`config.mk`:
```
export PLATFORM = sky130hd
export DESIGN_NAME = piso_serializer
export DESIGN_NICKNAME = d
export VERILOG_FILES = /design/src/rtl/piso_pkg.sv /design/src/rtl/piso_hold_reg.sv /design/src/rtl/piso_serializer.sv
export SDC_FILE = /design/constraint.sdc
export NUM_CORES = 1
export LEC_CHECK = 0
export ABC_CLOCK_PERIOD_IN_PS = 4550
export CAP_MARGIN = 20
export CORE_MARGIN = 4
export CORE_UTILIZATION = 40
export DETAILED_ROUTE_END_ITERATION = 7
export PLACE_DENSITY = 0.68
export SYNTH_ARGS = -nofsm -noshare
export SYNTH_HDL_FRONTEND = slang
export SYNTH_HIERARCHICAL = 1
export SYNTH_SLANG_ARGS = --single-unit
```
`constraint.sdc`:
```
create_clock -name clk -period 4.55 [get_ports clk]
set_clock_uncertainty 0.05 [all_clocks]
set_input_delay 0.6825 -clock clk [delete_from_list [all_inputs] [get_ports clk]]
set_output_delay 0.6825 -clock clk [all_outputs]
set_load 0.005 [all_outputs]
```
`src/rtl/piso_pkg.sv`:
```
// Shared types and sizing helpers for the PISO serializer feeding the sequence detector.
package piso_pkg;

  typedef enum logic {
    S_IDLE  = 1'b0,
    S_SHIFT = 1'b1
  } piso_state_e;

  // Bit counter width; never below 1 so WIDTH=2 still gets a real counter bit.
  function automatic int cnt_w(input int w);
    return (w > 2) ? $clog2(w) : 1;
  endfunction

endpackage

```
`src/rtl/piso_hold_reg.sv`:
```
// One-entry pending word buffer; the top loads it mid-word and drains it at a last-bit edge.
module piso_hold_reg #(
  parameter int WIDTH = 8
) (
  input  logic             clk,
  input  logic             rst_n,
  input  logic             load,
  input  logic             drain,
  input  logic [WIDTH-1:0] din,
  output logic [WIDTH-1:0] pend_data,
  output logic             pend_full
);

  // load and drain are mutually exclusive: a full buffer blocks accepts.
  always_ff @(posedge clk or negedge rst_n) begin
    if (!rst_n) begin
      pend_data <= '0;
      pend_full <= 1'b0;
    end else if (load) begin
      pend_data <= din;
      pend_full <= 1'b1;
    end else if (drain) begin
      pend_full <= 1'b0;
    end
  end

endmodule

```
`src/rtl/piso_serializer.sv`:
```
// Parallel-in/serial-out stage: valid/ready word intake, one bit per bit_en on d_out/d_valid.
module piso_serializer
  import piso_pkg::*;
#(
  parameter int   WIDTH     = 8,
  parameter int   MSB_FIRST = 1,
  parameter logic IDLE_BIT  = 1'b0
) (
  input  logic             clk,
  input  logic             rst_n,
  input  logic [WIDTH-1:0] in_data,
  input  logic             in_valid,
  output logic             in_ready,
  input  logic             bit_en,
  output logic             d_out,
  output logic             d_valid
);

  localparam int            BW      = cnt_w(WIDTH);
  localparam int            OUT_IDX = (MSB_FIRST != 0) ? WIDTH-1 : 0;
  localparam logic [BW-1:0] LAST    = BW'(WIDTH-1);

  piso_state_e      state, state_n;
  logic [WIDTH-1:0] shreg, shreg_n;
  logic [BW-1:0]    bcnt, bcnt_n;
  logic [WIDTH-1:0] pend_data;
  logic             pend_full;
  logic             pend_load, pend_drain;
  logic             busy, accept, consume, last;

  assign busy     = (state == S_SHIFT);
  assign in_ready = !pend_full;
  assign accept   = in_valid && in_ready;
  assign consume  = busy && bit_en;
  assign last     = (bcnt == LAST);

  piso_hold_reg #(.WIDTH(WIDTH)) u_hold (
    .clk       (clk),
    .rst_n     (rst_n),
    .load      (pend_load),
    .drain     (pend_drain),
    .din       (in_data),
    .pend_data (pend_data),
    .pend_full (pend_full)
  );

  always_ff @(posedge clk or negedge rst_n) begin
    if (!rst_n) begin
      state <= S_IDLE;
      shreg <= '0;
      bcnt  <= '0;
    end else begin
      state <= state_n;
      shreg <= shreg_n;
      bcnt  <= bcnt_n;
    end
  end

  always_comb begin
    state_n    = state;
    shreg_n    = shreg;
    bcnt_n     = bcnt;
    pend_load  = 1'b0;
    pend_drain = 1'b0;
    case (state)
      S_IDLE: begin
        if (accept) begin
          shreg_n = in_data;
          bcnt_n  = '0;
          state_n = S_SHIFT;
        end
      end
      S_SHIFT: begin
        if (consume && !last) begin
          shreg_n = (MSB_FIRST != 0) ? {shreg[WIDTH-2:0], 1'b0} : {1'b0, shreg[WIDTH-1:1]};
          bcnt_n  = bcnt + BW'(1);
        end else if (consume && last) begin
          // Pending word wins over a same-edge accept; accept is blocked while full anyway.
          if (pend_full) begin
            shreg_n    = pend_data;
            bcnt_n     = '0;
            pend_drain = 1'b1;
          end else if (accept) begin
            shreg_n = in_data;
            bcnt_n  = '0;
          end else begin
            state_n = S_IDLE;
          end
        end
        if (accept && !(consume && last)) pend_load = 1'b1;
      end
      default: state_n = S_IDLE;
    endcase
  end

  always_comb begin
    d_valid = busy;
    d_out   = busy ? shreg[OUT_IDX] : IDLE_BIT;
  end

endmodule

```
# Yosys cells after proc, flatten, opt, wreduce, memory -nomap -nowiden
# Cells that the tools add are included.
# totals
regBits,21
out_inout_bits,3
# classes
n_eq_ne,2
bitwise,1
mux,24
add_sub_neg,1
reduce_logical,9
# ops
cell,n
$mux 8,4
$pmux 8 s2,1
$mux 1,13
$mux 3,4
$pmux 3 s2,1
$logic_and 1x1->1,5
$add 3x1->3 const B,1
$eq 3x3->1 const B,1
$logic_not 1->1,3
$ne 3x1->1 const B,1
$pmux 1 s2,1
$reduce_bool 2->1,1
$not 1->1,1

# Depth between registers and ports, before layout
# Gate-level depths: netlist of run 1.
# logic_depth
ltp_word,7
ltp_mapped,8

# Cells and area by module
# The synthesis of run 1 kept the hierarchy.
# by_module_without_submodules
mod,instances,area_per_inst_um2,cells_each
piso_serializer,1,671.9,70
piso_hold_reg,1,369.1,20

# Worst setup path before layout of run 1
# No wires, ideal clock.
# synth_timing
path_type,input -> register
startpoint,in in_valid
endpoint,reg shreg[1]
stages,4
setup_time_ns,0.126
setup_slack_ns,2.731
t_arrival_ns,1.643
required_ns,4.374
path_buffers,1
cell_sequence,or3b_1 -> a22o_1 -> buf_6 -> a221o_1
# synth_between
elab_chain_cells,6
# synth_rtl
item,line,source
start: declaration,piso_serializer.sv:12,"input logic in_valid,"
$logic_and 1x1->1 (*),piso_serializer.sv:33,assign accept = in_valid && in_ready;
$mux 8 (*),n/a,
$mux 8 (3 in a row),n/a,
$pmux 8 s2 (*),n/a,
end signal: assignment,piso_serializer.sv:54,shreg <= shreg_n;
end: declaration,piso_serializer.sv:24,"logic [WIDTH-1:0] shreg, shreg_n;"
# Mark *: on every way between the ends. The rest lies on a longest branch, timed or not. The select of a mux whose other input is x is not followed.
# A chain may end at the register's enable or synchronous reset.

# Worst setup path in the final report of run 1
# layout_timing
startpoint,reg bcnt[0]
endpoint,reg u_hold.pend_data[3]
# layout_between
elab_chain_cells,6
# layout_rtl
item,line,source
start: declaration,piso_serializer.sv:25,"logic [BW-1:0] bcnt, bcnt_n;"
start signal: assignment,piso_serializer.sv:55,bcnt <= bcnt_n;
$eq 3x3->1,piso_serializer.sv:35,assign last = (bcnt == LAST);
$logic_and 1x1->1,piso_serializer.sv:90,if (accept && !(consume && last)) pend_load = 1'b1;
$logic_not 1->1,piso_serializer.sv:90,
$logic_and 1x1->1,piso_serializer.sv:90,
$mux 1,piso_serializer.sv:90,
$mux 1,piso_serializer.sv:65,case (state)
net pend_load,piso_serializer.sv:28,"logic pend_load, pend_drain;"
end signal: assignment,piso_hold_reg.sv:20,pend_data <= din;
end: declaration,piso_hold_reg.sv:10,"output logic [WIDTH-1:0] pend_data,"
# The timed path passes the listed nets, and every way through them passes these cells.

==> results of run 1 <==
==> layer usage <==
layer	vias up	GRT usage
li1	352	-
met1	352	0.168
met2	15	0.205
met3	4	0.0458
met4	0	0.0615
met5	-	0
==> power breakdown <==
| group | internal (W) | switching, W | leakage [nW] | total, W |
|---|---|---|---|---|
| logic | 0.000158 | 0.0000976 | 0.246 | 0.000256 |
| registers | 0.000267 | 0.0000617 | 0.260 | 0.000328 |
| clock network | 0.0000329 | 0.0000594 | 0.0177 | 0.0000923 |
==> layout by cell type, fill, tap and decap left out <==
| cell | count |
|---|---|
| mux2_4 | 8 |
| o22ai_1 | 1 |
| nand2_1 | 6 |
| nor2_1 | 4 |
| a221o_1 | 7 |
| dfrtp_1 | 21 |
| a21o_2 | 1 |
| ha_1 | 2 |
| clkbuf_4 | 3 |
| inv_1 | 3 |
| a21oi_1 | 8 |
| nand3_1 | 7 |
| mux2_2 | 2 |
| clkinv_2 | 1 |
| and2_1 | 1 |
| or3b_1 | 1 |
| a22o_1 | 4 |
| nand2b_1 | 8 |
| clkdlybuf4s50_1 | 14 |
| o21ai_0 | 1 |
==> sequential cells by signal, indices dropped and copies added (netlist names) <==
register and cells:
shreg 8, u_hold/pend_data 8, bcnt 3, d_valid 1
u_hold/pend_full 1
==> path summary, 6_finish.rpt <==
kind	endpoint	startpoint
setup / recovery	u_hold/pend_data[3]	bcnt[0]
max in group asynchronous	shreg[3]	rst_n
min in group asynchronous	bcnt[2]	rst_n
setup reg to reg	u_hold/pend_data[3]	bcnt[0]
hold / removal	u_hold/pend_data[6]	u_hold/pend_data[6]
hold reg to reg	u_hold/pend_data[6]	u_hold/pend_data[6]
==> Yosys cell counts, drive strengths merged <==
master,instances,area (um^2)
dfrtp,21,526
clkbuf,3,11.3
a22o,4,35.0
a221o,7,70.1
and2,1,6.26
inv,3,11.3
a21oi,8,40.0
ha,2,25.0
nor2,4,15.0
o22ai,1,6.26
nand2,6,22.5
o21ai,1,5.00
nand3,7,35.0
nand2b,8,50.1
or3b,1,8.76
a21o,1,8.76
buf,2,22.5
mux2,10,143
==> cell families after synthesis <==
group	count (synthesis)
DFF	21
and+or+nand+nor	27
muxes	10
buffers and inverters	8
AOI/OAI and AO/OA	22
adders and majority gates	2
==> layout make-up <==
class | instances | area, um^2
Clock buffer | 3 | 22.5
Clock inverter | 1 | 5.00
Fill cell | 243 | 1260
Inverter | 3 | 11.3
Multi-Input combinational cell | 61 | 470
Sequential cell | 21 | 526
Tap cell | 30 | 37.5
Timing Repair Buffer | 14 | 140
==> per-stage QoR <==
| step | area [um^2] | util | worst slack, ps | hold slack (ps) |
|---|---|---|---|---|
| final | 1210 | 0.489 | 1990 | 475 |
| after global routing | 1210 | 0.489 | 1880 | 488 |
| after CTS | 1210 | 0.489 | 1970 | 476 |
| after detailed placement | 1180 | 0.478 | 1920 | 446 |
| after global placement | 1180 | 0.478 | 1970 | 441 |
| after floorplan | 1040 | - | 2730 | 337 |
==> results.yml, run 1 <==
power_and_ir_drop:
  leakagePower_nw: 0.523
  peakVddDrop_uv: 339
  powerDensity_mw_per_mm2: 558
  finalPower_w: 0.000676
synth:
  yosys_warnings: 6
  synth_fa_ha_area_frac: 0.0240
  syn_avg_cell_area_um2: 11.6
  synth_xor_area_frac: 0
  synth_top_family_by_area: "compound AO/OA/AOI/OAI gates"
  ys_seq_elements: 21
  synth_nets: 104
  synth_compound_area_frac: 0.159
  synthMuxAreaShare: 0.137
  syn_inst: 90
  syn_area_mm2: 0.00104
  synth.distinct_cells: 19
  synth_simple_gate_area_frac: 0.132
  ys_seq_area_frac: 0.505
global_routing:
  grt_pass1_vias: 710
  grt_pass1_wl_um: 3400
  grt_max_degree: 22
  grtUsageTotal: 0.133
  antenna_found_initial: 0
  grt_overflow: 0
setup_path:
  worstSetupEndpointType: "flop"
  crit_buf_inv: 0
  critPathLaunchType: "flop"
  crit_type: "flop to flop"
  slowest_stage: "nor2_1"
  path_max_fanout: 18
  worst-endpoint-arrival_ps: 2710
  slowest_delay_ps: 760
  crit_required_ps: 4700
  r2r_cells: 6
  r2r_slack_ps: 1990
  cpLargestDelayFamily: "simple AND/OR/NAND/NOR gates"
  path_cells: "ha_1 -> ha_1 -> nand2_1 -> nand2_1 -> nor2_1 -> mux2_4"
  crit_cells: 6
routing:
  wl_per_cell_um: 15.6
  vias: 723
  met3_length_um: 75
  dr_wl_met2_um: 942
  route.antenna.remaining_nets: 0
  drt_iter0_drc: 20
  dr.pass1.iters: 4
  met1_length_um: 1020
  routed_wl_um: 2070
  highest_layer: "met4"
  post-route-drc-count: 0
  routed_via_density: 5.44
clocking:
  post_cts.resized_instances: 0
  clkTransAtPathRegs_ps: 130
  cts_buffers: 3
  cts.sinks: 21
  worstSkewPairLatency_ps: 310
  h-tree-depth: 1
  cts_root_buf: "clkbuf_4"
  clockBufferDepth: 2
  holdBufCountCts: 0
  cts_tree: "yes"
  postCtsSetupRepairBufs: 0
timing:
  max_freq_mhz: 391
  setup_tns_ps: 0
  min_period_ps: 2560
  slew-limit-headroom: 0.326
  setup_viol: 0
  worstMarginPinSlew_ps: 1010
  post-route-period-util: 0.562
  rsz0062_at_grt: "no"
  maxSlewViolCount: 0
  finalHoldViolations: 0
finish:
  final_cells: 133
  drive_gt1_frac: 0.146
  nets: 118
  diodes: 0
  syn_to_final_growth_pct: 16.5
worst_hold_path:
  min_path_type: "flop to flop"
  hold_depth: 1
die:
  io_pins: 15
  die_y_um: 59.0
  dieArea_mm2: 0.00348
  start_util: 0.420
  core_area_mm2: 0.00248
  die_width_um: 59.0
  rows: 18
run_status:
  status: "finished clean"
place:
  dp_cells: 129
  dp_hpwl_um: 1370
  io_buffers: 14
  gp_congestion: 0.706
job:
  drv_cap: 0
(Power assumes the default switching activity.)
==> inputs of run 2 (changes only) <==
--- a/config.mk
+++ b/config.mk
@@ -5,12 +5,12 @@
 export SDC_FILE = /design/constraint.sdc
 export NUM_CORES = 1
 export LEC_CHECK = 0
-export ABC_CLOCK_PERIOD_IN_PS = 4550
+export ABC_CLOCK_PERIOD_IN_PS = 2200
 export CAP_MARGIN = 20
 export CORE_MARGIN = 4
 export CORE_UTILIZATION = 40
 export DETAILED_ROUTE_END_ITERATION = 7
-export PLACE_DENSITY = 0.68
+export PLACE_DENSITY = 0.7
 export SYNTH_ARGS = -nofsm -noshare
 export SYNTH_HDL_FRONTEND = slang
 export SYNTH_HIERARCHICAL = 1
==> constraint.sdc (replaced) <==
create_clock -name clk -period 2.2 [get_ports clk]
set_clock_uncertainty 0.05 [all_clocks]
set_input_delay 0.33 -clock clk [delete_from_list [all_inputs] [get_ports clk]]
set_output_delay 0.33 -clock clk [all_outputs]
set_load 0.005 [all_outputs]
==> results.yml, run 2 (synthesized netlist as in run 1, its figures left out) <==
finish:
  diodes: 0
  drive_gt1_frac: 0.191
  nets: 125
  syn_to_final_growth_pct: 21.4
  final_cells: 140
  ff_latch_area_um2: 526
  final_common_cell: "dfrtp_1"
  largest_registers: "shreg: 8 flops, u_hold/pend_data: 8 flops, bcnt: 3 flops"
  fill_cells: 233
  mostFrequentLayoutCells: "21 x dfrtp_1, 14 x clkdlybuf4s50_1, 8 x nand2b_1, 8 x a21oi_1, 8 x mux2_4"
  multi_input_area_um2: 470
clocking:
  postCtsSetupRepairBufs: 0
  cts_root_buf: "clkbuf_4"
  cts_buffers: 3
  cts.sinks: 21
  clockBufferDepth: 2
  clkTransAtPathRegs_ps: 110
  holdBufCountCts: 0
  h-tree-depth: 1
  worstSkewPairLatency_ps: 300
  post_cts.resized_instances: 0
  cts_tree: "yes"
power_and_ir_drop:
  powerDensity_mw_per_mm2: 1140
  peakVddDrop_uv: 659
  leakagePower_nw: 0.556
timing:
  finalHoldViolations: 0
  rsz0062_at_grt: "no"
  post-route-period-util: 0.857
  min_period_ps: 1890
  maxSlewViolCount: 0
  max_freq_mhz: 530
  setup_tns_ps: 0
  worstMarginPinSlew_ps: 377
  slew-limit-headroom: 0.748
  setup_viol: 0
global_routing:
  grt_overflow: 0
  grt_pass1_wl_um: 3500
  grt_max_degree: 22
  grt_pass1_vias: 771
  antenna_found_initial: 0
  grtUsageTotal: 0.134
setup_path:
  r2r_end: "u_hold/pend_data[3]"
  crit_required_ps: 2340
  r2r_start: "bcnt[0]"
  r2r_cells: 7
  r2r_slack_ps: 310
  crit_type: "flop to flop"
  critPathLaunchType: "flop"
  worstSetupEndpointType: "flop"
  path_max_fanout: 7
  worst-endpoint-arrival_ps: 2030
worst_hold_path:
  min_path_type: "input port to asynchronous set/reset pin"
die:
  io_pins: 15
  rows: 18
  core_area_mm2: 0.00248
  start_util: 0.420
  die_width_um: 59.0
  dieArea_mm2: 0.00348
  die_y_um: 59.0
place:
  dp_cells: 136
  gp_congestion: 0.728
  io_buffers: 14
  dp_hpwl_um: 1540
routing:
  routed_via_density: 5.46
  dr.pass1.iters: 4
  drt_iter0_drc: 23
  wl_per_cell_um: 15.4
  routed_wl_um: 2150
  vias: 765
  route.antenna.remaining_nets: 0
  post-route-drc-count: 0
run_status:
  status: "finished clean"
job:
  drv_cap: 0
## run 2: cell type report
cell class	instances	area share
Clock buffer	4	0.0208
Sequential cell	21	0.416
Timing Repair Buffer	21	0.152
Inverter	3	0.00891
Multi-Input combinational cell	61	0.372
Tap cell	30	0.0297
## run 2: per-stage QoR
step / setup slack (ps) / cell area (um^2) / total power [W] / hold WS, ps / utilization
6_report: 315 / 1260 / 0.00144 / 309 / 0.510
2_1_floorplan: 446 / 1040 / 0.00107 / -15.6 / -
3_3_place_gp: 176 / 1240 / 0.00123 / 444 / 0.499
5_1_grt: 207 / 1260 / 0.00153 / 320 / 0.510
4_1_cts: 311 / 1260 / 0.00145 / 311 / 0.510
3_5_place_dp: 119 / 1240 / 0.00126 / 448 / 0.499
## run 2: layer usage
layer	vias up	GRT usage	share of wire
li1	367	-	-
met2	10	0.227	0.51
met1	386	0.167	0.44
met4	0	0.0324	0.011
met3	2	0.0392	0.035
met5	-	0	0
## run 2: worst max-delay path by stage
stage                                endpoint      from  depth (start not counted)  slack [ps]
after floorplan           u_hold/pend_data[0]   bcnt[0]                          8         450
after detailed placement             shreg[5]  in_valid                          4         120
after global routing      u_hold/pend_data[5]   bcnt[0]                          7         210
after CTS                 u_hold/pend_data[0]   bcnt[0]                          7         310
final                     u_hold/pend_data[3]   bcnt[0]                          7         310
after global placement               shreg[5]  in_valid                          4         180
## run 2: critical path, cell delays in order, from the launching register on
cell and delay [ps]:
dfrtp_1 410, ha_1 200, ha_1 260, nand2_1 130
nand2_1 60, nor2_1 140, buf_4 210, mux2_4 310
## run 2: power breakdown
| group | leakage [nW] | internal (W) | switching (W) | total [W] |
|---|---|---|---|---|
| Combinational | 0.282 | 0.000360 | 0.000233 | 0.000593 |
| Sequential | 0.260 | 0.000553 | 0.000108 | 0.000661 |
| Clock | 0.0150 | 0.0000706 | 0.000111 | 0.000181 |
| Total | 0.556 | 0.000983 | 0.000452 | 0.00144 |
